<file path="src/rtl/uart_pkg.sv">
// uart_pkg: shared UART types, parity encodings and baud divider helper.
package uart_pkg;
  typedef enum logic [2:0] {S_IDLE, S_START, S_DATA, S_PARITY, S_STOP} rx_state_t;
  localparam int PAR_NONE = 0;
  localparam int PAR_ODD  = 1;
  localparam int PAR_EVEN = 2;
  function automatic int calc_div(input longint clk_hz, input longint baud);
    return int'(clk_hz / (baud * 16));
  endfunction
endpackage

</file>
<file path="src/rtl/uart_baud_tick.sv">
// uart_baud_tick: one-cycle tick every DIV clocks, restartable via clr.
module uart_baud_tick #(
  parameter int DIV = 1
) (
  input  logic clk,
  input  logic rst,
  input  logic clr,
  output logic tick
);
  localparam int W = DIV > 1 ? $clog2(DIV) : 1;
  logic [W-1:0] cnt;
  assign tick = cnt == W'(DIV - 1);
  always_ff @(posedge clk or posedge rst) begin
    if (rst) cnt <= '0;
    else cnt <= (clr || tick) ? '0 : cnt + 1'b1;
  end
endmodule

</file>
<file path="src/rtl/uart_rx.sv">
// uart_rx: 16x oversampled UART receiver with parity/stop checks and a
// single-word valid/ready output buffer.
module uart_rx import uart_pkg::*; #(
  parameter int CLK_HZ    = 50_000_000,
  parameter int BAUD      = 115200,
  parameter int DATA_BITS = 8,
  parameter int PARITY    = PAR_NONE
) (
  input  logic                 clk,
  input  logic                 rst,
  input  logic                 rxd,
  output logic [DATA_BITS-1:0] m_data,
  output logic                 m_valid,
  input  logic                 m_ready,
  output logic                 frame_err,
  output logic                 parity_err,
  output logic                 overrun
);
  localparam int DIV = calc_div(CLK_HZ, BAUD);
  if (DIV < 1) begin : g_div_chk
    $error("uart_rx: CLK_HZ/(BAUD*16) must be at least 1");
  end
  if (DATA_BITS < 5 || DATA_BITS > 8) begin : g_bits_chk
    $error("uart_rx: DATA_BITS must be 5..8");
  end
  rx_state_t state;
  logic s1, s2, s3;
  logic tick, clr, fall, decide, bit_v;
  logic [3:0] cnt16;
  logic [1:0] samp;
  logic [2:0] bit_cnt;
  logic [DATA_BITS-1:0] sh;
  logic par_bad;
  // s3 is only a delayed copy for edge detection, so a line stuck low
  // never re-triggers a frame until it has gone high again.
  assign fall   = s3 & ~s2;
  assign clr    = state == S_IDLE && fall;
  assign decide = tick && cnt16 == 4'd8;
  assign bit_v  = (samp[0] & samp[1]) | (samp[0] & s2) | (samp[1] & s2);
  uart_baud_tick #(.DIV(DIV)) u_tick (.clk(clk), .rst(rst), .clr(clr), .tick(tick));
  always_ff @(posedge clk or posedge rst) begin
    if (rst) begin
      {s3, s2, s1} <= 3'b111;
      state <= S_IDLE;
      cnt16 <= '0;
      samp <= '0;
      bit_cnt <= '0;
      sh <= '0;
      par_bad <= 1'b0;
      m_data <= '0;
      m_valid <= 1'b0;
      frame_err <= 1'b0;
      parity_err <= 1'b0;
      overrun <= 1'b0;
    end else begin
      {s3, s2, s1} <= {s2, s1, rxd};
      frame_err <= 1'b0;
      parity_err <= 1'b0;
      overrun <= 1'b0;
      if (m_valid && m_ready) m_valid <= 1'b0;
      if (tick && state != S_IDLE) begin
        cnt16 <= cnt16 + 4'd1;
        if (cnt16 == 4'd6) samp[0] <= s2;
        if (cnt16 == 4'd7) samp[1] <= s2;
      end
      case (state)
        S_IDLE: if (fall) begin
          state <= S_START;
          cnt16 <= '0;
        end
        S_START: if (decide) begin
          state <= bit_v ? S_IDLE : S_DATA;
          bit_cnt <= '0;
          par_bad <= 1'b0;
        end
        S_DATA: if (decide) begin
          sh <= {bit_v, sh[DATA_BITS-1:1]};
          bit_cnt <= bit_cnt + 3'd1;
          if (bit_cnt == 3'(DATA_BITS - 1)) state <= PARITY == PAR_NONE ? S_STOP : S_PARITY;
        end
        S_PARITY: if (decide) begin
          par_bad <= bit_v != (^sh ^ (PARITY == PAR_ODD));
          state <= S_STOP;
        end
        S_STOP: if (decide) begin
          state <= S_IDLE;
          frame_err <= ~bit_v;
          parity_err <= par_bad;
          if (bit_v && !par_bad) begin
            if (!m_valid || m_ready) begin
              m_data <= sh;
              m_valid <= 1'b1;
            end else overrun <= 1'b1;
          end
        end
        default: state <= S_IDLE;
      endcase
    end
  end
endmodule

</file>
<file path="config.mk">
export PLATFORM = sky130hd
export DESIGN_NAME = uart_rx
export DESIGN_NICKNAME = d
export VERILOG_FILES = /design/src/rtl/uart_pkg.sv /design/src/rtl/uart_baud_tick.sv /design/src/rtl/uart_rx.sv
export SDC_FILE = /design/constraint.sdc
export NUM_CORES = 1
export LEC_CHECK = 0
export CAP_MARGIN = 20
export CORE_MARGIN = 1
export CORE_UTILIZATION = 51
export DETAILED_ROUTE_END_ITERATION = 10
export PLACE_DENSITY = 0.82
export RECOVER_POWER = 25
export SLEW_MARGIN = 10
export SYNTH_ARGS = -nofsm -noshare
export SYNTH_HDL_FRONTEND = slang
export SYNTH_SLANG_ARGS = --single-unit
</file>
<file path="constraint.sdc">
create_clock -name clk -period 1.73 [get_ports clk]
set_input_delay 0.2595 -clock clk [delete_from_list [all_inputs] [get_ports clk]]
set_output_delay 0.2595 -clock clk [all_outputs]
set_load 0.1 [all_outputs]
</file>
After elaboration in Yosys (flattened, before gate mapping)
Cells that the tools add are included.
{"block": "classes", "n_reduce_logical": 21, "n_mux": 30, "bitwise_logic": 8, "add_sub_neg": 3, "eq_ne": 16}
{"operator": "$mux W3", "n": 7}
{"operator": "$mux W1", "n": 15}
{"operator": "$pmux W3 S5", "n": 1}
{"operator": "$mux W4", "n": 3}
{"operator": "$ne A2 B2 Y1 const B", "n": 6}
{"operator": "$eq A4 B3 Y1 const B", "n": 2}
{"operator": "$reduce_xor A8 Y1", "n": 1}
{"operator": "$eq A3 B2 Y1 const B", "n": 2}
{"operator": "$eq A3 B3 Y1 const B", "n": 2}
{"operator": "$pmux W3 S2", "n": 1}
{"operator": "$reduce_and A2 Y1", "n": 3}
{"operator": "$reduce_and A3 Y1", "n": 2}
{"operator": "$reduce_and A6 Y1", "n": 1}
{"operator": "$add A5 B1 Y5 const B", "n": 1}
{"operator": "$eq A5 B5 Y1 const B", "n": 1}
{"operator": "$logic_and A1 B1 Y1", "n": 5}
{"operator": "$mux W5", "n": 1}
{"operator": "$add A4 B1 Y4 const B", "n": 1}
{"operator": "$and A1 B1 Y1", "n": 4}
{"operator": "$eq A4 B4 Y1 const B", "n": 1}
{"operator": "$reduce_and A4 Y1", "n": 1}
{"operator": "$reduce_bool A2 Y1", "n": 2}
{"operator": "$add A3 B1 Y3 const B", "n": 1}
{"operator": "$eq A3 B1 Y1 const B", "n": 1}
{"operator": "9 further kinds", "n": 13}
{"block": "totals", "word_cells": 94, "in_bits": 4, "register_bits": 41}

Logic depth before layout (Yosys ltp)
{"block": "logic_depth", "ltp_word": 7, "depth_mapped": 7, "depth_no_buf": 6}

Modules after synthesis
From an unflattened synthesis, not the netlist that was laid out.
{"block": "hier_totals", "cells_unflattened": 152, "hier_area_um2": 1928.1}
{"module": "uart_rx", "instances": 1, "area_each_um2": 1640.3, "cells_each": 129}
{"module": "uart_baud_tick", "instances": 1, "area_each_um2": 287.8, "cells_each": 23}

Worst setup path before layout
Ideal clock, no wire load.
{"block": "synth_path", "kind": "register -> register", "startpoint": "register m_valid", "endpoint": "register m_data[0]", "n_path_buf": 1, "path_slack_ns": -0.041, "stages_incl_launch_ff": 5, "arrival_ns": 1.646, "path_cell_list": "dfrtp_1 nand2b_1 nor2b_1 buf_4 mux2_2"}
{"block": "synth_via", "elab_chain_len": 3}
{"item": "start: declaration", "line_no": "uart_rx.sv:13", "text": "output logic m_valid,"}
{"item": "start signal: assignment", "line_no": "uart_rx.sv:51", "text": "m_valid <= 1'b0;"}
{"item": "start signal: assignment", "line_no": "uart_rx.sv:60", "text": "if (m_valid && m_ready) m_valid <= 1'b0;"}
{"item": "start signal: assignment", "line_no": "uart_rx.sv:92", "text": "m_valid <= 1'b1;"}
{"item": "$logic_not A1 Y1", "line_no": "uart_rx.sv:90", "text": "if (!m_valid || m_ready) begin"}
{"item": "$logic_or A1 B1 Y1", "line_no": "uart_rx.sv:90"}
{"item": "$reduce_and A4 Y1 (no source line)"}
{"item": "end signal: assignment", "line_no": "uart_rx.sv:91", "text": "m_data <= sh;"}
{"item": "end: declaration", "line_no": "uart_rx.sv:12", "text": "output logic [DATA_BITS-1:0] m_data,"}
Every way passes these cells.
A chain may end at the register's enable or synchronous reset.

Worst setup path after layout
{"block": "layout_path", "startpoint": "register cnt16[0]", "endpoint": "register sh[0]"}
{"block": "layout_via", "elab_chain_len": 3}
{"item": "start: declaration", "line_no": "uart_rx.sv:29", "text": "logic [3:0] cnt16;"}
{"item": "start signal: assignment", "line_no": "uart_rx.sv:62", "text": "cnt16 <= cnt16 + 4'd1;"}
{"item": "$eq A4 B4 Y1", "line_no": "uart_rx.sv:38", "text": "assign decide = tick && cnt16 == 4'd8;"}
{"item": "$logic_and A1 B1 Y1", "line_no": "uart_rx.sv:38"}
{"item": "$reduce_and A2 Y1 (no source line)"}
{"item": "end signal: assignment", "line_no": "uart_rx.sv:77", "text": "sh <= {bit_v, sh[DATA_BITS-1:1]};"}
{"item": "end: declaration", "line_no": "uart_rx.sv:32", "text": "logic [DATA_BITS-1:0] sh;"}
Every way passes these cells.

==> summary by stage <==
Yosys
Of the total synthesized cell area, the portion taken by AND, OR, NAND and NOR gates is 0.163. The number of enable-type register cells in the synthesized netlist is 0. Of all cell types, the one taking the most synthesized area is sky130_fd_sc_hd__dfrtp_1. The total nets after synthesis is about 160. Counting flops and latches in the post-synthesis netlist gives 41.

Summing every instance area after synthesis gives approximately 0.0019 mm². The warning count from the yosys run is 0. The area share of the largest cell type after synthesis is 0.501.

The distinct cell type count after synthesis is 38. Ranked by instance count, the synthesized netlist is headed by 38 x sky130_fd_sc_hd__dfrtp_1, 19 x sky130_fd_sc_hd__mux2_2, 14 x sky130_fd_sc_hd__nor2_1, 9 x sky130_fd_sc_hd__nand2_1, 8 x sky130_fd_sc_hd__xnor2_1. After synthesis, the share of cell area in mux cells is 0.118. Ranked by total cell area, the synthesized netlist is headed by sky130_fd_sc_hd__dfrtp_1 50%, sky130_fd_sc_hd__mux2_2 11%, sky130_fd_sc_hd__ha_1 4.6%. Of the total synthesized cell area, the portion taken by full adders, half adders and majority gates is 0.0521. The combinational family with the most area after synthesis is simple AND/OR/NAND/NOR gates. The most used flip-flop cell after synthesis is sky130_fd_sc_hd__dfrtp_1. After synthesis, the mean cell area works out to 12.4 µm².

The cell count after synthesis is 153. The xor/xnor cell area share of the yosys netlist is 0.0626. The share of async-settable or async-resettable flops after synthesis is 1.00. For this run, the register share of the synthesized area comes to 0.543. The post-synthesis compound-gate area fraction is 0.0396. In the post-synthesis netlist, the cell with the most instances is sky130_fd_sc_hd__dfrtp_1.

Final layout
At the end of the flow the core is filled with cells to 0.779. Of the cells placed in the final design, the portion with a size suffix greater than 1 is 0.458. The net count of the finished layout is about 210. The area growth from synthesis to final layout is 41.3%. Once layout is complete, the cells apart from fillers number ~250. The number of antenna diodes in the final layout is 0.

Critical path
The kind of start point of the critical path is a register. The highest net fanout along the worst path is 8. The critical register-to-register path startpoint is cnt16[0]. The largest individual stage delay along the critical path comes from the cell sky130_fd_sc_hd__dfrtp_1. Counting cells, the worst reg-to-reg path comes to 8. Among cell families on the critical path, the largest total delay comes from simple AND/OR/NAND/NOR gates.

The largest single stage delay on the critical path is a little under 0.4 ns. The sort of element at the end of the critical path is a register. The required time at the worst-slack endpoint is ~1.9 ns. The capturing element of the worst setup path is sh[0].

The flop-to-flop setup slack is -0.08 ns. In this run the worst setup path begins at cnt16[0]. The worst path buffer plus inverter count is 3.

The signal on the critical path passes through inv_1 -> ha_1 -> and3b_2 -> buf_4 -> nand2_4 -> nor3_4 -> buf_12 -> mux2_4. The endpoint identified for the worst register-to-register timing path is sh[0]. Data on the critical path arrives at its endpoint at 1.99 ns. The critical path crosses 8 cells after its start point. The classification of the worst setup path is register to register.

Timing
In the finished design, the share of the clock period the worst path needs comes to 1.04. The time the final worst path needs with I/O delays and setup is ~1.8 ns. Setup repair after global routing could not meet its margin everywhere. The number of pins with negative max-slew slack in the final report was 0. In this run the tightest slew margin relative to its limit is 0.347. The number of failing setup endpoints in the final timing report is 18. The maximum clock skew at final layout is 0.00988 ns. For the pin with the worst max-slew slack, the measured transition is ~0.98 ns. The number of hold violations in the final report is 0. After layout, the worst setup slack is -0.0762 ns. The maximum operating frequency is between 500 and 600 MHz.

Floorplan
For this configuration, the core starts out at a cell density of 0.551. From bottom edge to top edge, the die measures 63.0 µm. The chip width is around 63 µm.

The floorplan step defined a die boundary enclosing 0.00397 mm². The I/O pin count is 16. The count of standard-cell rows is 21.

The total area inside the core boundary comes to 0.00344 mm².

CTS
TritonCTS built the clock tree. Clock-pin slew was measured on the worst setup and hold paths at roughly 0.08 ns. The CTS H-tree depth is 2.

The cell at the root of the clock tree is sky130_fd_sc_hd__clkbuf_8. The maximum clock insertion buffer count is 2. In this run, CTS created clock tree buffers numbering 5. Buffers inserted to repair hold after CTS numbered 0. The clock sink total is roughly 40. The clock network latency to the later pin of the worst-skew pair is approximately 0.3 ns.

Place
Routability-driven placement finished with a final weighted congestion of approximately 0.85. During placement, the flow inserted port buffers numbering 15. After legalization and detailed placement, the total HPWL measured approximately 2700 µm.

The number of cells in the design after placement is between 200 and 250.

Route
Dividing the detail-routed wire length by the instance count gives 17.8 µm. The per-cell via count in the routed design is between 5 and 6. The routed via count is roughly 1,400. The post-detailed-route count of antenna-violating nets is 0.

The pre-antenna-repair detailed-routing pass consisted of 4 iterations. In the routed design, unresolved DRC markers number 0. After detailed routing, the total wire length is between 4000 and 5000 µm. The detailed router finished its first iteration with 67 violations.

Global route
The remaining global-route overflow is 0. For this run, the total global-route usage over all layers was measured as 0.225. The number of antenna violations at the first check in global routing came to 0. The global-route wire length before repair is ~6700 µm. The number of global-route vias before repair came to around 1,400. Entering global routing, the biggest net connects 42 pins.

Outcome
The run finished, with violations left. The checks that failed: setup timing.

Power and ir drop
VDD sags by at most 0.773 mV. After layout, the design draws a total of about 2.4 mW. The leakage power figure is between 1 and 1.5 nW.

The ratio of total power to cell area is slightly below 900 mW/mm².

Job
The number of max-cap violations is 0.

Min path
The path class of the tightest hold or removal check is register to register.
## final cells by class
| cell class | instances | area (µm²) |
|---|---|---|
| Tap cell | 46 | 57.6 |
| Inverter | 5 | 18.8 |
| Multi-Input combinational cell | 104 | 955 |
| Clock inverter | 3 | 65.1 |
| Clock buffer | 5 | 68.8 |
| Timing Repair Buffer | 43 | 485 |
| Fill cell | 197 | 761 |
| Sequential cell | 41 | 1030 |
## per-stage QoR
stage                     setup TNS (ns)  hold WS [ns]  worst slack, ns  area, µm²
after floorplan                        0         0.264          0.00556       1900
after global placement           -0.0185         0.347         -0.00296       2340
after detailed placement          -0.717         0.348          -0.0972       2340
after CTS                         -0.775         0.323          -0.0963       2590
after global routing               -2.73         0.366           -0.157       2680
final                              -1.12         0.357          -0.0762       2680
## worst register-to-register path: stages (launching register included)
cell                      delay [ns]
sky130_fd_sc_hd__dfrtp_1        0.39
sky130_fd_sc_hd__inv_1          0.09
sky130_fd_sc_hd__ha_1           0.17
sky130_fd_sc_hd__and3b_2        0.23
sky130_fd_sc_hd__buf_4          0.12
sky130_fd_sc_hd__nand2_4        0.07
sky130_fd_sc_hd__nor3_4         0.15
sky130_fd_sc_hd__buf_12         0.17
sky130_fd_sc_hd__mux2_4         0.30
## layout by cell type, fill, tap and decap left out, types with 2 or more instances in the layout
master / n
sky130_fd_sc_hd__xor2_1: 3
sky130_fd_sc_hd__buf_12: 12
sky130_fd_sc_hd__dfstp_2: 3
sky130_fd_sc_hd__dlygate4sd3_1: 2
sky130_fd_sc_hd__mux2_4: 16
sky130_fd_sc_hd__xnor2_1: 8
sky130_fd_sc_hd__o21ai_0: 6
sky130_fd_sc_hd__buf_6: 2
sky130_fd_sc_hd__nand3_1: 3
sky130_fd_sc_hd__buf_4: 25
sky130_fd_sc_hd__bufinv_16: 2
sky130_fd_sc_hd__o311ai_1: 2
sky130_fd_sc_hd__ha_1: 6
sky130_fd_sc_hd__nor2_1: 12
sky130_fd_sc_hd__inv_1: 5
sky130_fd_sc_hd__nand2_1: 7
sky130_fd_sc_hd__clkbuf_8: 5
sky130_fd_sc_hd__nor3_4: 2
sky130_fd_sc_hd__nand4b_1: 3
sky130_fd_sc_hd__mux2_2: 3
sky130_fd_sc_hd__nor3_2: 2
sky130_fd_sc_hd__nand2_2: 2
sky130_fd_sc_hd__nand2b_1: 3
sky130_fd_sc_hd__or4b_4: 2
sky130_fd_sc_hd__dfrtp_1: 37
## repair_timing
action	in CTS	in global routing
pin swaps	0	6
buffers inserted	6	7
setup endpoints to repair	19	24
gates resized for setup	22	15
## registers in the layout, summed over array words and instances (netlist names)
| signal | cells |
|---|---|
| m_data | 8 |
| sh | 8 |
| u_tick.cnt | 5 |
| cnt16 | 4 |
| bit_cnt | 3 |
| state | 3 |
| samp | 2 |
| frame_err | 1 |
| m_valid | 1 |
| overrun | 1 |
| par_bad | 1 |
| parity_err | 1 |
| s1 | 1 |
| s2 | 1 |
| s3 | 1 |
## power breakdown
group | switching [mW] | internal, mW | total (mW)
Combinational | 0.193 | 0.190 | 0.383
Sequential | 0.0705 | 1.04 | 1.11
Clock | 0.330 | 0.573 | 0.903
## worst min-delay path by stage
stage,cells after the start,endpoint,from,slack [ns]
final,0,s2,s1,0.36
after CTS,3,m_data[2],rst,0.32
after floorplan,0,s1,rxd,0.26
after detailed placement,0,s2,s1,0.35
after global routing,0,s2,s1,0.37
after global placement,0,s2,s1,0.35
## layer usage
layer,part of all wire,GRT usage,up-vias,wire [µm]
met5,0,0,-,0
met4,0.035,0.0959,0,155
met1,0.39,0.266,692,1730
li1,-,-,628,-
met2,0.54,0.392,37,2370
met3,0.032,0.0456,15,140
## logic make-up (layout without fill, tap and decap cells)
group           Yosys count  after routing
simple gates             52             52
flops                    41             41
mux                      20             20
compound gates           12             12
xor+xnor                 12             12
fa+ha+maj                 8              8
buf+inv                   8             56
No activity file was read; power rests on OpenSTA's default activity.
